$ cat config.mk
export PLATFORM = sky130hd
export DESIGN_NAME = shared_mem_arbiter
export DESIGN_NICKNAME = d
export VERILOG_FILES = /design/src/rtl/shared_mem_pkg.sv /design/src/rtl/pci_req_fifo.sv /design/src/rtl/shared_mem_arbiter.sv
export SDC_FILE = /design/constraint.sdc
export NUM_CORES = 1
export LEC_CHECK = 0
export ABC_AREA = 1
export CORE_ASPECT_RATIO = 1.5
export CORE_MARGIN = 4
export CORE_UTILIZATION = 35
export DETAILED_ROUTE_END_ITERATION = 16
export HOLD_SLACK_MARGIN = 0.1
export SLEW_MARGIN = 25
export SYNTH_ARGS = -nofsm -noshare
export SYNTH_HDL_FRONTEND = slang
export SYNTH_SLANG_ARGS = --single-unit
export TNS_END_PERCENT = 10
$ cat constraint.sdc
create_clock -name clk -period 5.2 [get_ports clk]
set_input_delay 1.04 -clock clk [delete_from_list [all_inputs] [get_ports clk]]
set_output_delay 1.04 -clock clk [all_outputs]
set_load 0.01 [all_outputs]
$ cat src/rtl/shared_mem_pkg.sv
// Shared types and constants for the host/FPGA shared-memory arbiter.
package shared_mem_pkg;

    localparam int ADDR_W = 21;
    localparam int DATA_W = 32;

    localparam logic [ADDR_W-1:0] FLAG_ADDR = 21'h07FFFE;

    // Handshake codes exchanged through the flag register
    localparam logic [DATA_W-1:0] FLAG_START = 32'h0001_0000;
    localparam logic [DATA_W-1:0] FLAG_ACK   = 32'h0000_0002;
    localparam logic [DATA_W-1:0] FLAG_DONE  = 32'h0000_0004;

    typedef enum logic {
        RD = 1'b0,
        WR = 1'b1
    } mem_op_e;

    typedef struct packed {
        mem_op_e             op;
        logic [ADDR_W-1:0]   addr;
        logic [DATA_W-1:0]   data;
    } mem_req_t;

    // Who is waiting on the read data returning next cycle
    typedef enum logic [1:0] {
        NONE = 2'd0,
        FPGA = 2'd1,
        HOST = 2'd2
    } rd_tag_e;

endpackage

$ cat src/rtl/pci_req_fifo.sv
// In-order request FIFO for posted host accesses; DEPTH must be a power of 2.
module pci_req_fifo
    import shared_mem_pkg::*;
#(
    parameter  int DEPTH = 4,
    localparam int PTR_W = $clog2(DEPTH),
    localparam int CNT_W = PTR_W + 1
) (
    input  logic             clk,
    input  logic             rst_n,
    input  logic             push,
    input  mem_req_t         wr_req,
    input  logic             pop,
    output mem_req_t         head,
    output logic             full,
    output logic             empty,
    output logic [CNT_W-1:0] count
);

    mem_req_t         mem_q [DEPTH];
    logic [PTR_W-1:0] wr_ptr_q, wr_ptr_d;
    logic [PTR_W-1:0] rd_ptr_q, rd_ptr_d;
    logic [CNT_W-1:0] count_q, count_d;
    logic             push_ok;
    logic             pop_ok;

    assign full  = (count_q == CNT_W'(DEPTH));
    assign empty = (count_q == '0);
    assign count = count_q;
    assign head  = mem_q[rd_ptr_q];

    // Pointer and occupancy next-state; a push at full is refused even if a pop happens
    always_comb begin
        push_ok  = push && !full;
        pop_ok   = pop && !empty;
        wr_ptr_d = wr_ptr_q;
        rd_ptr_d = rd_ptr_q;
        count_d  = count_q;
        if (push_ok) begin
            wr_ptr_d = wr_ptr_q + 1'b1;
        end
        if (pop_ok) begin
            rd_ptr_d = rd_ptr_q + 1'b1;
        end
        case ({push_ok, pop_ok})
            2'b10:   count_d = count_q + 1'b1;
            2'b01:   count_d = count_q - 1'b1;
            default: count_d = count_q;
        endcase
    end

    // Pointer and count registers
    always_ff @(posedge clk) begin
        if (!rst_n) begin
            wr_ptr_q <= '0;
            rd_ptr_q <= '0;
            count_q  <= '0;
        end else begin
            wr_ptr_q <= wr_ptr_d;
            rd_ptr_q <= rd_ptr_d;
            count_q  <= count_d;
        end
    end

    // Entry storage; contents are don't-care while the slot is unoccupied
    always_ff @(posedge clk) begin
        if (push_ok) begin
            mem_q[wr_ptr_q] <= wr_req;
        end
    end

endmodule

$ cat src/rtl/shared_mem_arbiter.sv
// Single-port arbiter for the shared SRAM and handshake flag register.
// FPGA requests win the port unless the host FIFO is full, in which case the
// FIFO head drains and the FPGA request waits one cycle in a skid register.
module shared_mem_arbiter
    import shared_mem_pkg::*;
#(
    parameter int                PCI_FIFO_DEPTH = 4,
    parameter logic [ADDR_W-1:0] FLAG_ADDR      = shared_mem_pkg::FLAG_ADDR
) (
    input  logic              clk,
    input  logic              rst_n,
    // host side
    input  logic              pci_wr_en,
    input  logic              pci_rd_en,
    input  logic [ADDR_W-1:0] pci_req_addr,
    input  logic [DATA_W-1:0] pci_input_data,
    output logic              pci_full,
    output logic [DATA_W-1:0] pci_rd_data,
    output logic              pci_rd_valid,
    output logic              pci_overflow,
    // user_interface side
    input  logic              rd_req,
    input  logic              FPGA_wr_en,
    input  logic [ADDR_W-1:0] req_addr,
    input  logic [DATA_W-1:0] write_data,
    input  logic              flag_we,
    input  logic [DATA_W-1:0] out_flag,
    output logic [DATA_W-1:0] rd_data,
    output logic              rd_ready,
    output logic [DATA_W-1:0] in_flag,
    output logic              flag_collision,
    // SRAM port
    output logic [ADDR_W-1:0] mem_addr,
    output logic [DATA_W-1:0] mem_wdata,
    output logic              mem_we,
    output logic              mem_re,
    input  logic [DATA_W-1:0] mem_rdata
);

    localparam int CNT_W = $clog2(PCI_FIFO_DEPTH) + 1;

    mem_req_t          host_req;
    mem_req_t          fpga_req;
    mem_req_t          fifo_head;
    mem_req_t          grant_req;
    mem_req_t          skid_q, skid_d;
    logic              skid_valid_q, skid_valid_d;
    logic              fifo_push, fifo_pop, fifo_full, fifo_empty;
    logic [CNT_W-1:0]  fifo_count;
    logic              host_valid, fpga_valid;
    logic              grant_valid, grant_host, grant_flag;
    logic [DATA_W-1:0] flag_q, flag_d;
    logic [DATA_W-1:0] flag_snap_q;
    logic              flag_rd_q, flag_rd_d;
    rd_tag_e           tag_q, tag_d;
    logic              overflow_q, overflow_d;
    logic              collision_q, collision_d;
    logic [ADDR_W-1:0] mem_addr_q;
    logic [DATA_W-1:0] mem_wdata_q;

    // Nothing is accepted while reset is held, so no access escapes during reset
    always_comb begin
        host_valid = rst_n && (pci_wr_en || pci_rd_en);
        fpga_valid = rst_n && (rd_req || FPGA_wr_en);
        host_req   = '{op: (pci_wr_en ? WR : RD), addr: pci_req_addr, data: pci_input_data};
        fpga_req   = '{op: (FPGA_wr_en ? WR : RD), addr: req_addr, data: write_data};
        fifo_push  = host_valid && !pci_full;
    end

    pci_req_fifo #(
        .DEPTH (PCI_FIFO_DEPTH)
    ) u_fifo (
        .clk    (clk),
        .rst_n  (rst_n),
        .push   (fifo_push),
        .wr_req (host_req),
        .pop    (fifo_pop),
        .head   (fifo_head),
        .full   (fifo_full),
        .empty  (fifo_empty),
        .count  (fifo_count)
    );

    assign pci_full = (fifo_count == CNT_W'(PCI_FIFO_DEPTH));

    // Grant: skid entry, then new FPGA request (unless FIFO full), then FIFO head
    always_comb begin
        grant_valid  = 1'b0;
        grant_host   = 1'b0;
        grant_req    = fpga_req;
        fifo_pop     = 1'b0;
        skid_valid_d = 1'b0;
        skid_d       = skid_q;
        if (!rst_n) begin
            grant_valid = 1'b0;
        end else if (skid_valid_q) begin
            grant_valid = 1'b1;
            grant_req   = skid_q;
            if (fpga_valid) begin
                skid_valid_d = 1'b1;
                skid_d       = fpga_req;
            end
        end else if (fpga_valid && !fifo_full) begin
            grant_valid = 1'b1;
        end else begin
            if (!fifo_empty) begin
                grant_valid = 1'b1;
                grant_host  = 1'b1;
                grant_req   = fifo_head;
                fifo_pop    = 1'b1;
            end
            if (fpga_valid) begin
                skid_valid_d = 1'b1;
                skid_d       = fpga_req;
            end
        end
    end

    // SRAM drive: flag-address accesses stay off the SRAM; idle port holds addr/data
    always_comb begin
        grant_flag = grant_valid && (grant_req.addr == FLAG_ADDR);
        mem_we     = grant_valid && !grant_flag && (grant_req.op == WR);
        mem_re     = grant_valid && !grant_flag && (grant_req.op == RD);
        mem_addr   = (mem_we || mem_re) ? grant_req.addr : mem_addr_q;
        mem_wdata  = mem_we ? grant_req.data : mem_wdata_q;
    end

    // Flag updates, read tagging and sticky error bits
    always_comb begin
        flag_d      = flag_q;
        collision_d = collision_q;
        if (grant_flag && (grant_req.op == WR)) begin
            flag_d = grant_req.data;
        end
        if (flag_we && rst_n) begin
            flag_d = out_flag;
            if (grant_flag && grant_host && (grant_req.op == WR)) begin
                collision_d = 1'b1;
            end
        end
        tag_d     = NONE;
        flag_rd_d = 1'b0;
        if (grant_valid && (grant_req.op == RD)) begin
            tag_d     = grant_host ? HOST : FPGA;
            flag_rd_d = grant_flag;
        end
        overflow_d = overflow_q || (host_valid && pci_full);
    end

    // State registers
    always_ff @(posedge clk) begin
        if (!rst_n) begin
            skid_valid_q <= 1'b0;
            skid_q       <= '0;
            flag_q       <= '0;
            flag_snap_q  <= '0;
            flag_rd_q    <= 1'b0;
            tag_q        <= NONE;
            overflow_q   <= 1'b0;
            collision_q  <= 1'b0;
            mem_addr_q   <= '0;
            mem_wdata_q  <= '0;
        end else begin
            skid_valid_q <= skid_valid_d;
            skid_q       <= skid_d;
            flag_q       <= flag_d;
            flag_snap_q  <= flag_q;
            flag_rd_q    <= flag_rd_d;
            tag_q        <= tag_d;
            overflow_q   <= overflow_d;
            collision_q  <= collision_d;
            mem_addr_q   <= mem_addr;
            mem_wdata_q  <= mem_wdata;
        end
    end

    // Read return; gating with rst_n drops a read that was in flight when reset hit
    always_comb begin
        rd_ready       = rst_n && (tag_q == FPGA);
        pci_rd_valid   = rst_n && (tag_q == HOST);
        rd_data        = flag_rd_q ? flag_snap_q : mem_rdata;
        pci_rd_data    = flag_rd_q ? flag_snap_q : mem_rdata;
        in_flag        = flag_q;
        pci_overflow   = overflow_q;
        flag_collision = collision_q;
    end

    // user_interface must never pulse read and write together (write is served)
    assert property (@(posedge clk) disable iff (!rst_n) !(rd_req && FPGA_wr_en));

endmodule
---- Word-level counts from Yosys, hierarchy flattened ----
Memories as Yosys holds them, arrays and structs flattened. A register that Yosys moved wholly into a read port is not among the register bits.
Cells that the tools add are included.
operators by class
  add/sub/neg operators ................... 4
  multipliers ............................. 0
  divide/modulo/power cells ............... 0
  magnitude comparators ................... 0
  eq/ne operators ......................... 7
  shifts and indexed selects .............. 0
  multiplexer cells ....................... 30
  bitwise operators ....................... 1
  reductions and logical operators ........ 30
operators by type and width
  operator              number
  $mux 54               7
  $mux 32               4
  $eq 21x19->1 const B  1
  $mux 21               1
  $logic_and 1x1->1     18
  $mux 1                14
  $mux 2                3
  $pmux 3 s2            1
  $add 2x1->2 const B   2
  $eq 2x1->1 const B    2
  $eq 2x2->1 const B    2
  $logic_or 1x1->1      4
  $reduce_and 2->1      2
  $reduce_bool 2->1     2
  $add 3x1->3 const B   1
  $eq 3x3->1 const B    1
  $logic_not 1->1       3
  $logic_not 3->1       1
  $sub 3x1->3 const B   1
  $ne 2x2->1 const B    1
  $not 1->1             1
word-level totals
  flip-flop bits (word level) ............. 184
  bits in latches ......................... 0
  memory bits (writable) .................. 216
  ROM bits ................................ 0
  input port bits ......................... 177
  output and inout port bits .............. 156
  logic and storage cells ................. 88
  memories kept ........................... 1
memories
  memory        words  width  read ports  clocked after Yosys merged registers in  wr ports  RTL line            RTL
  u_fifo.mem_q  4      54     1           1                                        1         pci_req_fifo.sv:20  mem_req_t mem_q [DEPTH];

---- Logic depth before layout (Yosys ltp) ----
  depth in word-level cells ............... 13
  gate-level depth with buffers ........... 20
  mapped depth without buffers ............ 18

---- Modules after synthesis ----
Synthesis repeated with hierarchy kept, for this count alone.
second synthesis, totals
  cells, all modules ...................... 1967
  area, all modules ....................... 17600.6 um^2
modules (own cells, without submodules)
  module              times used  cells each  area each (um^2)  sequential area each (um^2)
  shared_mem_arbiter  1           1375        9131.3            3543.4
  pci_req_fifo        1           592         8469.4            6666.4

---- Least setup slack after synthesis ----
OpenSTA, ideal clock, no wires.
  kind .................................... in2reg
  start ................................... input rst_n
  end ..................................... memory u_fifo.mem_q[0][0] (netlist bit), enable pin
  data arrival time ....................... 4.388 ns
  required time ........................... 4.734 ns
  path slack .............................. 0.346 ns
  stages .................................. 7
  cells stage by stage .................... buf_4 -> buf_2 -> buf_1 -> o21ai_0 -> nor2_1 -> clkinv_1 -> nor2_1
between the ends
  word-level cells in the longest chain between the ends .. 5
ends and longest elaborated chain
  element                       RTL line                  RTL
  from (decl)                   shared_mem_arbiter.sv:11  input logic rst_n,
  $logic_and 1x1->1             shared_mem_arbiter.sv:63  host_valid = rst_n && (pci_wr_en || pci_rd_en);
  $logic_and 1x1->1             shared_mem_arbiter.sv:67  fifo_push = host_valid && !pci_full;
  $logic_and 1x1->1             pci_req_fifo.sv:34        push_ok = push && !full;
  $mux 1                        pci_req_fifo.sv:67        if (push_ok) begin
  $mux 1 (implied by the code)  pci_req_fifo.sv:68        mem_q[wr_ptr_q] <= wr_req;
  to (decl)                     pci_req_fifo.sv:20
Every way passes these cells.

---- Worst setup path after layout ----
  start ................................... input FPGA_wr_en
  end ..................................... output mem_addr[5]
between the ends
  word-level cells in the longest chain between the ends .. 13
  elaborated cells between the ends (all ways) .. 20
  those cells by class .................... eq/ne (1); mux (9); bitwise (1); reduce/logical (9)
ends and longest elaborated chain
  element                                      RTL line                                              RTL
  from (decl)                                  shared_mem_arbiter.sv:23                              input logic FPGA_wr_en,
  $logic_or 1x1->1                             shared_mem_arbiter.sv:64                              fpga_valid = rst_n && (rd_req || FPGA_wr_en);
  $logic_and 1x1->1                            shared_mem_arbiter.sv:64
  $logic_and 1x1->1                            shared_mem_arbiter.sv:103                             end else if (fpga_valid && !fifo_full) begin
  $mux 54                                      shared_mem_arbiter.sv:103
  $mux 54                                      shared_mem_arbiter.sv:96                              end else if (skid_valid_q) begin
  $mux 54                                      shared_mem_arbiter.sv:94                              if (!rst_n) begin
  $eq 21x19->1                                 shared_mem_arbiter.sv:121                             grant_flag = grant_valid && (grant_req.addr == FLAG_ADDR);
  $logic_and 1x1->1                            shared_mem_arbiter.sv:121
  $logic_not 1->1                              shared_mem_arbiter.sv:122, shared_mem_arbiter.sv:123
  $logic_and 1x1->1                            shared_mem_arbiter.sv:122, shared_mem_arbiter.sv:123
  $logic_and 1x1->1, on equally long branches  shared_mem_arbiter.sv:122, shared_mem_arbiter.sv:123
  $logic_or 1x1->1                             shared_mem_arbiter.sv:124                             mem_addr = (mem_we || mem_re) ? grant_req.addr : mem_addr_q;
  $mux 21 (*)                                  shared_mem_arbiter.sv:124
  to (decl)                                    shared_mem_arbiter.sv:33                              output logic [ADDR_W-1:0] mem_addr,
Every way passes the cells marked *; elsewhere a longest branch is shown, timed or not.

==> metrics <==
status finished clean; P&R area growth vs syn 29.5%; Cell Chain, Critical Path clkdlybuf4s50_1 > inv_1 > nand2_1 > nand2_1 > nor2_1 > nor2_4 > buf_6 > a21oi_1 > nand2_1 > nand2_1 > nor2_1 > nand2_1 > nor2_4 > nand2_4 > nand2_4 > clkbuf_16 > nand2_1 > o21ai_1 > inv_1 > clkdlybuf4s50_1; Final #Nets 2,454; CP Launch Type input pin; max incr delay on CP about 0.5 ns; largest area contributor in the synthesized netlist edfxtp_1; row count 100; H-tree depth 2; Hold Path Class reg -> reg; Post-Synthesis Cells ~2,000; Leak Pwr 9.41 nW; Sw Share 33.8%; Final ANT Viol Nets 0; TritonCTS clock tree done; Seq pwr share between 30% and 40%; Clk Latency, worst-skew pair about 0.54 ns; core box area 49,800 um2; CP arrival 3.99 ns; crit-path max FO 21; CTS clock-pin slew for the worst setup and hold paths ~0.06 ns; Ys Warns 0; number of flops mapped to enable cells by yosys 216; internal power 0.00659 W; syn_area_per_cell 8.79 um2; first-pass detailed-route iteration total 5; Post-Syn Nets 2,190; worst-margin pin slew slightly below 0.9 ns; FF/Latch Area ~10,000 um2; top cells by area, synth edfxtp_1, dfxtp_1, nand2_1; chip height roughly 280 um; initial antenna violation count 6; Clock Tree Root clkbuf_16; min cycle time layout between 5 and 6 ns; vias in the first global route 13,600; peak supply drop about 0.18 mV; most congested layer reported by global routing met2; synthesized area ~18,000 um2; most frequent cells in the layout nand2_1, clkdlybuf4s50_1, inv_1, nor2_1, edfxtp_1; area of the multi-input gates approximately 5800 um2; most common cell after layout, fill and taps aside nand2_1; fmax approximately 0.20 GHz; critical path class in -> out; Comb power frac between 30% and 40%; met3 usage roughly 3.8%; required time of the critical path ~4.2 ns; GR Util met2 33.2%; Slew Viols, Final 0; Post-Layout Cell Count about 3,000; detailed router's first-iteration violation count 1,070; async set-reset flop share out of synthesis 0%; PD cells 436 nW/um2; Die Width about 190 um; # setup viols final 0; clock power share 28.4%; switching pwr between 0.003 and 0.004 W; vias per cell roughly 4.8; Final Hold Slack roughly 0.44 ns; final worst path period share 96.8%; via count ~14,000; TritonCTS Buffers 39; Crit path top cell by count nand2_1; share of post-route cells with drive strength above 1 around 8.0%; IO Port Bufs between 300 and 400; first-pass GRT wire length approximately 80 mm; Fillers between 4,000 and 5,000; hpwl dp ~37 mm; CTS sink cnt ~400; maxcap violations 0; Detailed Route WL ~54 mm; grt total ovfl 0; die area 54,100 um2; largest net degree at the start of global routing 77; post-synth top area share between 30% and 40%; Seq/Total Area, Yosys between 50% and 60%; io pins 333; synthesized flop and latch total 402; largest buffer count on any clock path 3; Most used DFF post-synth edfxtp_1; dpl cells slightly below 3,000; routability cong. slightly below 0.9; FF-to-FF setup slack 1.88 ns; clock skew 0.0166 ns; Avg WL per Cell ~18 um; CP max-delay cell clkdlybuf4s50_1; endpoints failing hold 0; GRT met1 Usage a little under a quarter; GR Util All Layers a little under a fifth; Core Util, Final a little under half; Slew headroom between 40% and 50%; detailed-route DRC error count 0; Yosys cell types 35; CP Capture Type output pin; initial core utilization roughly 35%
per-stage QoR:
| stage | total power, W | TNS, ns | setup slack, ns | area (um2) |
|---|---|---|---|---|
| after floorplan | 0.00574 | 0 | 0.346 | 17600 |
| after global placement | 0.00710 | 0 | 0.0418 | 21400 |
| after detailed placement | 0.00715 | -0.000285 | -0.000285 | 21400 |
| after CTS | 0.0100 | 0 | 0.00715 | 22700 |
| after global routing | 0.0106 | -0.0516 | -0.0150 | 22800 |
| final | 0.00996 | 0 | 0.167 | 22800 |
per-layer routing:
layer / share of wire (%) / routed length (um)
met1: 41 / 21700
met2: 51 / 27100
met3: 6.3 / 3400
met4: 2.5 / 1350
met5: 0.024 / 13
synthesized netlist by cell type, types with 3 or more instances:
cell,instances
nand2_1,499
nor2_1,235
inv_1,233
edfxtp_1,216
o21ai_0,189
dfxtp_1,186
clkbuf_1,62
o22ai_1,42
buf_4,41
a21oi_1,38
o211ai_1,35
nand4_1,33
mux2_2,32
buf_2,31
nand3_1,30
o21ai_1,24
inv_2,16
nand3b_1,16
buf_1,12
buf_6,6
o21ai_2,6
ha_1,5
nand2_2,4
nor2_4,3
cell type report:
class / instances / area share [%]
diodes: 5 / 0.0548
clock buffers: 52 / 4.71
clock inverters: 16 / 0.844
inverters: 251 / 4.14
multi-input cells: 1203 / 25.3
flip-flops and latches: 402 / 44.7
well taps: 663 / 3.63
repair buffers: 374 / 16.6
power by group through the flow:
| stage | clock network (W) | logic [W] | registers [W] |
|---|---|---|---|
| floorplan | 0 | 0.00187 | 0.00387 |
| global placement | 0 | 0.00323 | 0.00388 |
| detailed placement | 0 | 0.00326 | 0.00388 |
| CTS | 0.00291 | 0.00327 | 0.00382 |
| global route | 0.00304 | 0.00368 | 0.00385 |
| finish | 0.00283 | 0.00332 | 0.00382 |
path summary, 6_finish.rpt:
path | from | endpoint | cells past startpoint
hold / removal | in_flag[28] | flag_snap_q[28] | 2
hold reg to reg | in_flag[28] | flag_snap_q[28] | 2
setup / recovery | FPGA_wr_en | mem_addr[5] | 20
setup reg to reg | skid_valid_q | in_flag[30] | 12
critical path, delay by kind of cell:
| family | cells | cell delay, ns |
|---|---|---|
| AOI/OAI and AO/OA | 2 | 0.16 |
| and+or+nand+nor | 12 | 1.31 |
| buffers and inverters | 6 | 1.46 |
kinds of logic after synthesis:
kind of cell | count (synthesis) | share of synthesized area (%)
and+or+nand+nor | 826 | 19.0
buffers and inverters | 403 | 9.94
DFF | 402 | 57.9
AOI/OAI and AO/OA | 338 | 10.6
muxes | 32 | 2.04
adders and majority gates | 6 | 0.468
state kept, by name, summed over array words and instances (netlist names), named ones only:
register,count
flag_collision,1
flag_snap_q,32
skid_valid_q,1
tag_q,2
u_fifo.rd_ptr_q,2
mem_wdata_q,32
skid_q,54
u_fifo.count,3
mem_addr_q,21
in_flag,32
pci_overflow,1
u_fifo.wr_ptr_q,2
flag_rd_q,1
u_fifo.mem_q,216
what timing repair did:
| action | 4_1_cts | 5_1_grt |
|---|---|---|
| pin swaps | 0 | 4 |
| cloned | 0 | 3 |
| hold buffers | 0 | 0 |
| endpoints found under the setup margin | 1 | 52 |
| buffers inserted | 0 | 5 |
| resized for setup | 1 | 15 |
No activity file was read; power rests on OpenSTA's default activity.
